<file path="config.mk">
export PLATFORM = sky130hd
export DESIGN_NAME = imem_program_loader_flat
export DESIGN_NICKNAME = d
export VERILOG_FILES = /design/src/rtl/imem_program_loader_pkg.sv /design/src/rtl/imem_program_loader_if.sv /design/src/rtl/imem_program_loader.sv /design/src/flat_wrapper.sv
export SDC_FILE = /design/constraint.sdc
export NUM_CORES = 1
export LEC_CHECK = 0
export ABC_AREA = 1
export CORE_ASPECT_RATIO = 1.25
export CORE_UTILIZATION = 45
export DETAILED_ROUTE_END_ITERATION = 12
export PLACE_DENSITY = 0.77
export SYNTH_ARGS = -nofsm -noshare
export SYNTH_HDL_FRONTEND = slang
export SYNTH_SLANG_ARGS = --single-unit
</file>
<file path="constraint.sdc">
create_clock -name clk -period 2.7 [get_ports clk]
set_clock_uncertainty 0.1 [all_clocks]
set_input_delay 0.405 -clock clk [delete_from_list [all_inputs] [get_ports clk]]
set_output_delay 0.405 -clock clk [all_outputs]
set_load 0.1 [all_outputs]
</file>
<file path="src/rtl/imem_program_loader_pkg.sv">
// Shared constants and state encoding for the instruction-memory program loader.
// The core and the memory model use the same width constants declared here.
`timescale 1ns/1ps
package imem_program_loader_pkg;

    // Instruction width and program-counter (address) width seen by the core.
    localparam int INSTR_W = 16;
    localparam int PC_W    = 8;

    // Byte that opens every frame.
    localparam logic [7:0] LOADER_SYNC_BYTE = 8'hA5;

    // The LEN field is one byte, so a frame holds 1..256 words.
    localparam int WORD_CNT_W = 9;

    // Loader FSM states.
    typedef enum logic [2:0] {
        ST_IDLE  = 3'd0,
        ST_LEN   = 3'd1,
        ST_HI    = 3'd2,
        ST_LO    = 3'd3,
        ST_WRITE = 3'd4,
        ST_CHK   = 3'd5,
        ST_DONE  = 3'd6
    } loader_state_e;

    // Convert the LEN byte to a word count: 0 encodes a full 256-word frame.
    function automatic logic [WORD_CNT_W-1:0] frame_len_words(input logic [7:0] len_byte);
        logic [WORD_CNT_W-1:0] cnt;
        if (len_byte == 8'h00) begin
            cnt = WORD_CNT_W'(256);
        end else begin
            cnt = {1'b0, len_byte};
        end
        return cnt;
    endfunction

endpackage

</file>
<file path="src/rtl/imem_program_loader_if.sv">
// Byte-stream handshake into the loader: a byte moves when in_valid && in_ready.
`timescale 1ns/1ps
interface imem_program_loader_if;
    logic       in_valid;
    logic [7:0] in_data;
    logic       in_ready;

    // Source of the byte stream (host / UART side).
    modport master (
        output in_valid,
        output in_data,
        input  in_ready
    );

    // Consumer of the byte stream (the loader).
    modport slave (
        input  in_valid,
        input  in_data,
        output in_ready
    );
endinterface

</file>
<file path="src/rtl/imem_program_loader.sv">
// Instruction-memory program loader: parses SYNC/LEN/payload/CHK frames from a
// byte stream, writes 16-bit words to sequential addresses and keeps the core
// held in reset until a frame has loaded with a matching checksum.
`timescale 1ns/1ps
module imem_program_loader
    import imem_program_loader_pkg::*;
#(
    parameter int               ADDR_W        = PC_W,
    parameter int               DATA_W        = INSTR_W,
    parameter logic [7:0]       SYNC_BYTE     = LOADER_SYNC_BYTE,
    parameter logic [ADDR_W-1:0] BASE_ADDR    = '0,
    parameter bit               HOLD_AT_RESET = 1'b1
) (
    input  logic                   clk,
    input  logic                   reset,      // asynchronous, active-low
    imem_program_loader_if.slave   stream,
    input  logic                   abort,
    output logic                   imem_we,
    output logic [ADDR_W-1:0]      imem_addr,
    output logic [DATA_W-1:0]      imem_wdata,
    output logic                   cpu_hold,
    output logic                   done,
    output logic                   error
);

    loader_state_e           state_q,      state_d;
    logic [WORD_CNT_W-1:0]   len_q,        len_d;
    logic [WORD_CNT_W-1:0]   index_q,      index_d;
    logic [7:0]              checksum_q,   checksum_d;
    logic [7:0]              hi_q,         hi_d;
    logic                    imem_we_q,    imem_we_d;
    logic [ADDR_W-1:0]       imem_addr_q,  imem_addr_d;
    logic [DATA_W-1:0]       imem_wdata_q, imem_wdata_d;
    logic                    cpu_hold_q,   cpu_hold_d;
    logic                    done_q,       done_d;
    logic                    error_q,      error_d;

    logic                    in_ready;
    logic                    accept;
    logic [WORD_CNT_W-1:0]   index_inc;

    // Ready is a pure decode of state: the loader stalls the stream only in
    // the single-cycle WRITE and DONE states.
    assign in_ready        = (state_q != ST_WRITE) && (state_q != ST_DONE);
    assign stream.in_ready = in_ready;
    assign accept          = stream.in_valid && in_ready;
    assign index_inc       = index_q + WORD_CNT_W'(1);

    // Next-state and next-output computation for the frame parser.
    always_comb begin
        state_d      = state_q;
        len_d        = len_q;
        index_d      = index_q;
        checksum_d   = checksum_q;
        hi_d         = hi_q;
        imem_we_d    = 1'b0;
        imem_addr_d  = imem_addr_q;
        imem_wdata_d = imem_wdata_q;
        cpu_hold_d   = cpu_hold_q;
        done_d       = 1'b0;
        error_d      = error_q;

        if ((state_q != ST_IDLE) && abort) begin
            // Abort wins over any byte presented this cycle; that byte is
            // consumed (in_ready may be high) but never written.
            state_d    = ST_IDLE;
            error_d    = 1'b1;
            cpu_hold_d = 1'b1;
        end else begin
            case (state_q)
                ST_IDLE: begin
                    if (accept && (stream.in_data == SYNC_BYTE)) begin
                        state_d    = ST_LEN;
                        cpu_hold_d = 1'b1;
                        error_d    = 1'b0;
                        checksum_d = 8'h00;
                    end
                end

                ST_LEN: begin
                    if (accept) begin
                        len_d   = frame_len_words(stream.in_data);
                        index_d = '0;
                        state_d = ST_HI;
                    end
                end

                ST_HI: begin
                    if (accept) begin
                        hi_d       = stream.in_data;
                        checksum_d = checksum_q ^ stream.in_data;
                        state_d    = ST_LO;
                    end
                end

                ST_LO: begin
                    if (accept) begin
                        // The write strobe is registered, so it is set up here
                        // and is visible during the WRITE state cycle.
                        checksum_d   = checksum_q ^ stream.in_data;
                        imem_we_d    = 1'b1;
                        imem_addr_d  = BASE_ADDR + ADDR_W'(index_q);
                        imem_wdata_d = DATA_W'({hi_q, stream.in_data});
                        state_d      = ST_WRITE;
                    end
                end

                ST_WRITE: begin
                    index_d = index_inc;
                    if (index_inc == len_q) begin
                        state_d = ST_CHK;
                    end else begin
                        state_d = ST_HI;
                    end
                end

                ST_CHK: begin
                    if (accept) begin
                        if (stream.in_data == checksum_q) begin
                            state_d = ST_DONE;
                            done_d  = 1'b1;
                        end else begin
                            // Memory content is suspect: keep the core held.
                            error_d = 1'b1;
                            state_d = ST_IDLE;
                        end
                    end
                end

                ST_DONE: begin
                    cpu_hold_d = 1'b0;
                    state_d    = ST_IDLE;
                end

                default: begin
                    state_d = ST_IDLE;
                end
            endcase
        end
    end

    // State and registered outputs; reset drops any write that is in flight.
    always_ff @(posedge clk or negedge reset) begin
        if (!reset) begin
            state_q      <= ST_IDLE;
            len_q        <= '0;
            index_q      <= '0;
            checksum_q   <= 8'h00;
            hi_q         <= 8'h00;
            imem_we_q    <= 1'b0;
            imem_addr_q  <= '0;
            imem_wdata_q <= '0;
            cpu_hold_q   <= HOLD_AT_RESET;
            done_q       <= 1'b0;
            error_q      <= 1'b0;
        end else begin
            state_q      <= state_d;
            len_q        <= len_d;
            index_q      <= index_d;
            checksum_q   <= checksum_d;
            hi_q         <= hi_d;
            imem_we_q    <= imem_we_d;
            imem_addr_q  <= imem_addr_d;
            imem_wdata_q <= imem_wdata_d;
            cpu_hold_q   <= cpu_hold_d;
            done_q       <= done_d;
            error_q      <= error_d;
        end
    end

    assign imem_we    = imem_we_q;
    assign imem_addr  = imem_addr_q;
    assign imem_wdata = imem_wdata_q;
    assign cpu_hold   = cpu_hold_q;
    assign done       = done_q;
    assign error      = error_q;

endmodule
</file>
<file path="src/flat_wrapper.sv">
// flat-port wrapper written by rule: the top's interface ports become plain ports
module imem_program_loader_flat import imem_program_loader_pkg::*;
#(
    parameter int               ADDR_W        = PC_W,
    parameter int               DATA_W        = INSTR_W,
    parameter logic [7:0]       SYNC_BYTE     = LOADER_SYNC_BYTE,
    parameter logic [ADDR_W-1:0] BASE_ADDR    = '0,
    parameter bit               HOLD_AT_RESET = 1'b1
)
  (clk, reset, abort, imem_we, imem_addr, imem_wdata, cpu_hold, done, error, stream_in_valid, stream_in_data, stream_in_ready);
  imem_program_loader_if stream_i ();
  input  logic clk;
  input  logic reset;
  input  logic abort;
  output logic imem_we;
  output logic [ADDR_W-1:0] imem_addr;
  output logic [DATA_W-1:0] imem_wdata;
  output logic cpu_hold;
  output logic done;
  output logic error;
  input wire logic [$bits(stream_i.in_valid)-1:0] stream_in_valid;
  input wire logic [$bits(stream_i.in_data)-1:0] stream_in_data;
  output wire logic [$bits(stream_i.in_ready)-1:0] stream_in_ready;
  assign stream_i.in_valid = stream_in_valid;
  assign stream_i.in_data = stream_in_data;
  assign stream_in_ready = stream_i.in_ready;
  imem_program_loader #(.ADDR_W(ADDR_W), .DATA_W(DATA_W), .SYNC_BYTE(SYNC_BYTE), .BASE_ADDR(BASE_ADDR), .HOLD_AT_RESET(HOLD_AT_RESET)) u_core (.clk(clk), .reset(reset), .stream(stream_i), .abort(abort), .imem_we(imem_we), .imem_addr(imem_addr), .imem_wdata(imem_wdata), .cpu_hold(cpu_hold), .done(done), .error(error));
endmodule
</file>
==> results.py <==
metrics = {
    "status": {
        "status": "finished clean",
    },
    "power_and_ir_drop": {
        "total_power_mw": 5.041,
        "ir_worst_vdd_mv": 0.6069,
        "power_density_mw_per_mm2": 1319,
        "p_leak_nw": 1.904,
    },
    "clocking": {
        "clock-sinks": 65,
        "clk_pin_slew_ns": 0.07,
        "clk_path_buf_depth": 2,
        "cts_buffers": 9,
        "clk_latency_ns": 0.34,
        "cts_resized": 0,
        "root_buffer": "clkbuf_8",
        "htreeDepth": 3,
        "cts_hold_buf": 0,
        "cts_tree": "built",
        "cts_setup_buffers": 0,
    },
    "synth": {
        "synth_mux_area_frac": 0,
        "synth_cell_type_count": 31,
        "ys_ff_latch": 65,
        "ys_seq_area_frac": 0.5118,
        "syn_avg_cell_area_um2": 8.504,
        "synth_top_family_by_area": "simple AND/OR/NAND/NOR gates",
        "synth-adder-area-share": 0.003934,
        "syn_inst": 374,
        "synthesis.nets": 387,
        "yosysWarnings": 0,
        "synthSimpleGateAreaFrac": 0.2691,
        "synth_area_mm2": 0.003181,
        "synth_compound_area_frac": 0.1200,
        "synth_xor_area_frac": 0.02478,
    },
    "final_layout": {
        "fin_nets": 436,
        "diodes": 0,
        "drive_gt1_frac": 0.2266,
        "layout_common_cells": "nand2_1 (111), dfrtp_1 (64), inv_1 (37), buf_4 (34), o21ai_0 (28)",
        "syn2layout_area_growth_pct": 20.14,
        "layout_commonest_cell": "nand2_1",
    },
    "route": {
        "routed_wirelength_um": 6762,
        "wire_per_inst_um": 13.13,
        "firstDrtPassIters": 5,
        "ant_nets": 0,
        "drt-initial-drc-count": 155,
        "drc": 0,
        "vias": 2654,
        "viasPerCell": 5.153,
    },
    "setup_path": {
        "reg2reg_from": "u_core.state_q[0]$_DFFE_PN0P_",
        "required_ns": 2.88,
        "reg2regPathDepth": 11,
        "crit_path_top_delay_cell": "clkdlybuf4s50_1",
        "crit_cells": 9,
        "critPathCaptureType": "flop",
        "crit_buf_inv": 2,
        "r2r-end": "u_core.state_q[1]$_DFFE_PN0P_",
        "path_common_cell": "nand2_1",
        "startpoint": "stream_in_data[2]",
        "cp_max_fo": 4,
        "max_stage_delay_ns": 0.51,
        "crit_chain": "clkdlybuf4s50_1, inv_1, nor4_1, nand3_1, a21boi_1, nand2_1, nor2_1, nand2_1, nand2_1",
        "crit_type": "input pin to flop",
        "critPathCapture": "u_core.state_q[1]$_DFFE_PN0P_",
        "cp-start-kind": "input pin",
        "cp_top_family": "simple AND/OR/NAND/NOR gates",
        "crit_arrival_ns": 2.20,
        "r2r_slack_ns": 0.75,
    },
    "timing": {
        "period_share": 0.7467,
        "setup_viol": 0,
        "timing.setup.tns_ns": 0,
        "rsz0062_at_grt": "no",
        "fmax_mhz": 496.0,
        "drv_slew": 0,
        "finalHoldViolCount": 0,
        "maxSlewHeadroom": 0.4290,
        "worst-slew-pin-transition_ns": 0.8566,
        "finalCriticalPeriod_ns": 2.016,
    },
    "global_routing": {
        "grt_pass1_wl_um": 11500,
        "grt_pass1_vias": 2494,
        "gr-total-overflow": 0,
        "grt_start_max_net_pins": 41,
        "antenna_found_initial": 0,
        "track_usage": 0.2020,
    },
    "die": {
        "die_h_um": 96.00,
        "ios": 41,
        "start_util": 0.4755,
        "dieArea_mm2": 0.007410,
        "rows": 33,
        "core_region_area_mm2": 0.006689,
        "die_w_um": 77.20,
    },
    "place": {
        "gp_congestion": 0.9516,
        "dp.final_hpwl_um": 5009,
        "io_buffers": 40,
    },
    "flow_run": {
        "drv_cap": 0,
    },
    "hold_path": {
        "hp-class": "input pin to asynchronous set/reset pin",
    },
}
-- worst min-delay path by stage --
| stage | end | slack [ns] | from |
|---|---|---|---|
| 4_1_cts | u_core.checksum_q[0]$_DFFE_PN0P_ | 0.10 | reset |
| 3_5_place_dp | u_core.imem_wdata[14]$_DFFE_PN0P_ | 0.36 | u_core.imem_wdata[14]$_DFFE_PN0P_ |
| 2_1_floorplan | u_core.checksum_q[0]$_DFFE_PN0P_ | 0.009 | reset |
| 6_report | u_core.checksum_q[0]$_DFFE_PN0P_ | 0.07 | reset |
| 3_3_place_gp | u_core.imem_wdata[8]$_DFFE_PN0P_ | 0.36 | u_core.imem_wdata[8]$_DFFE_PN0P_ |
| 5_1_grt | u_core.checksum_q[0]$_DFFE_PN0P_ | 0.14 | reset |
-- final cells by class --
type                       instances  area, um2
timing repair buffer              45      360.3
sequential                        65       1628
inverter                          43      166.4
multi-input combinational        259       1329
fill                             648       2868
clock buffer                      11      151.4
tap                               87      108.9
clock inverter                     5      77.57
-- kinds of logic after synthesis --
family,Yosys count
AND/OR/NAND/NOR,189
XOR/XNOR,9
AO/OA/AOI/OAI,60
buffers and inverters,50
flip-flops,65
adder cells (fa/ha/maj),1
-- stage by stage --
step | utilization | hold slack, ns | setup slack, ns | std cells | cell area (um2)
2_1_floorplan | - | 0.009409 | 0.9453 | 374 | 3181
3_3_place_gp | 0.5370 | 0.3579 | 0.4293 | 499 | 3592
3_5_place_dp | 0.5370 | 0.3607 | 0.3403 | 499 | 3592
4_1_cts | 0.5713 | 0.1025 | 0.6951 | 515 | 3821
5_1_grt | 0.5713 | 0.1378 | 0.5543 | 515 | 3821
6_report | 0.5713 | 0.06817 | 0.6840 | 515 | 3821
-- where the power goes --
part	leakage, nW	switching (mW)	total [mW]	internal (mW)
clock	0.115	0.376	0.943	0.567
combinational	0.939	1.87	2.49	0.619
sequential	0.850	0.277	1.61	1.34
total	1.90	2.52	5.04	2.52
-- cell usage after synthesis, drive strengths merged --
cell,number,area [um2]
nand2,128,523.0
dfrtp,64,1602
o21ai,47,299.0
inv,43,166.4
nand3,25,130.1
nor2,20,92.59
xor2,6,52.55
buf,5,50.04
nor3,5,36.29
o22ai,5,31.28
a21oi,4,20.02
nand3b,4,30.03
nor4,4,25.02
nand4,3,18.77
xnor2,3,26.28
clkbuf,2,7.510
o31ai,2,15.01
a21boi,1,7.510
dfstp,1,26.28
ha,1,12.51
o22a,1,8.760
-- state kept, by name (all words and copies together) (netlist names) --
| register | flops |
|---|---|
| u_core.hi_q | 8 |
| u_core.error | 1 |
| u_core.checksum_q | 8 |
| u_core.len_q | 9 |
| u_core.cpu_hold | 1 |
| u_core.imem_we | 1 |
| u_core.imem_wdata | 16 |
| u_core.state_q | 3 |
| u_core.index_q | 9 |
| u_core.done | 1 |
| u_core.imem_addr | 8 |
-- worst reg2reg max path, stage by stage (launching register included) --
cell and delay (ns):
dfrtp_1 0.46, nor2_1 0.09, nand2_1 0.12, nand2_2 0.09, nor2_4 0.14, inv_2 0.09, nand3_1 0.11, a21boi_1 0.24
nand2_1 0.13, nor2_1 0.19, nand2_1 0.08, nand2_1 0.06
-- routing by layer --
metal,up-vias,track usage,share of wire
met4,0,0.1368,0.036
met1,1259,0.2301,0.42
li1,1310,-,-
met5,-,0,0
met2,70,0.3518,0.51
met3,15,0.03223,0.039
(Power assumes the default switching activity.)
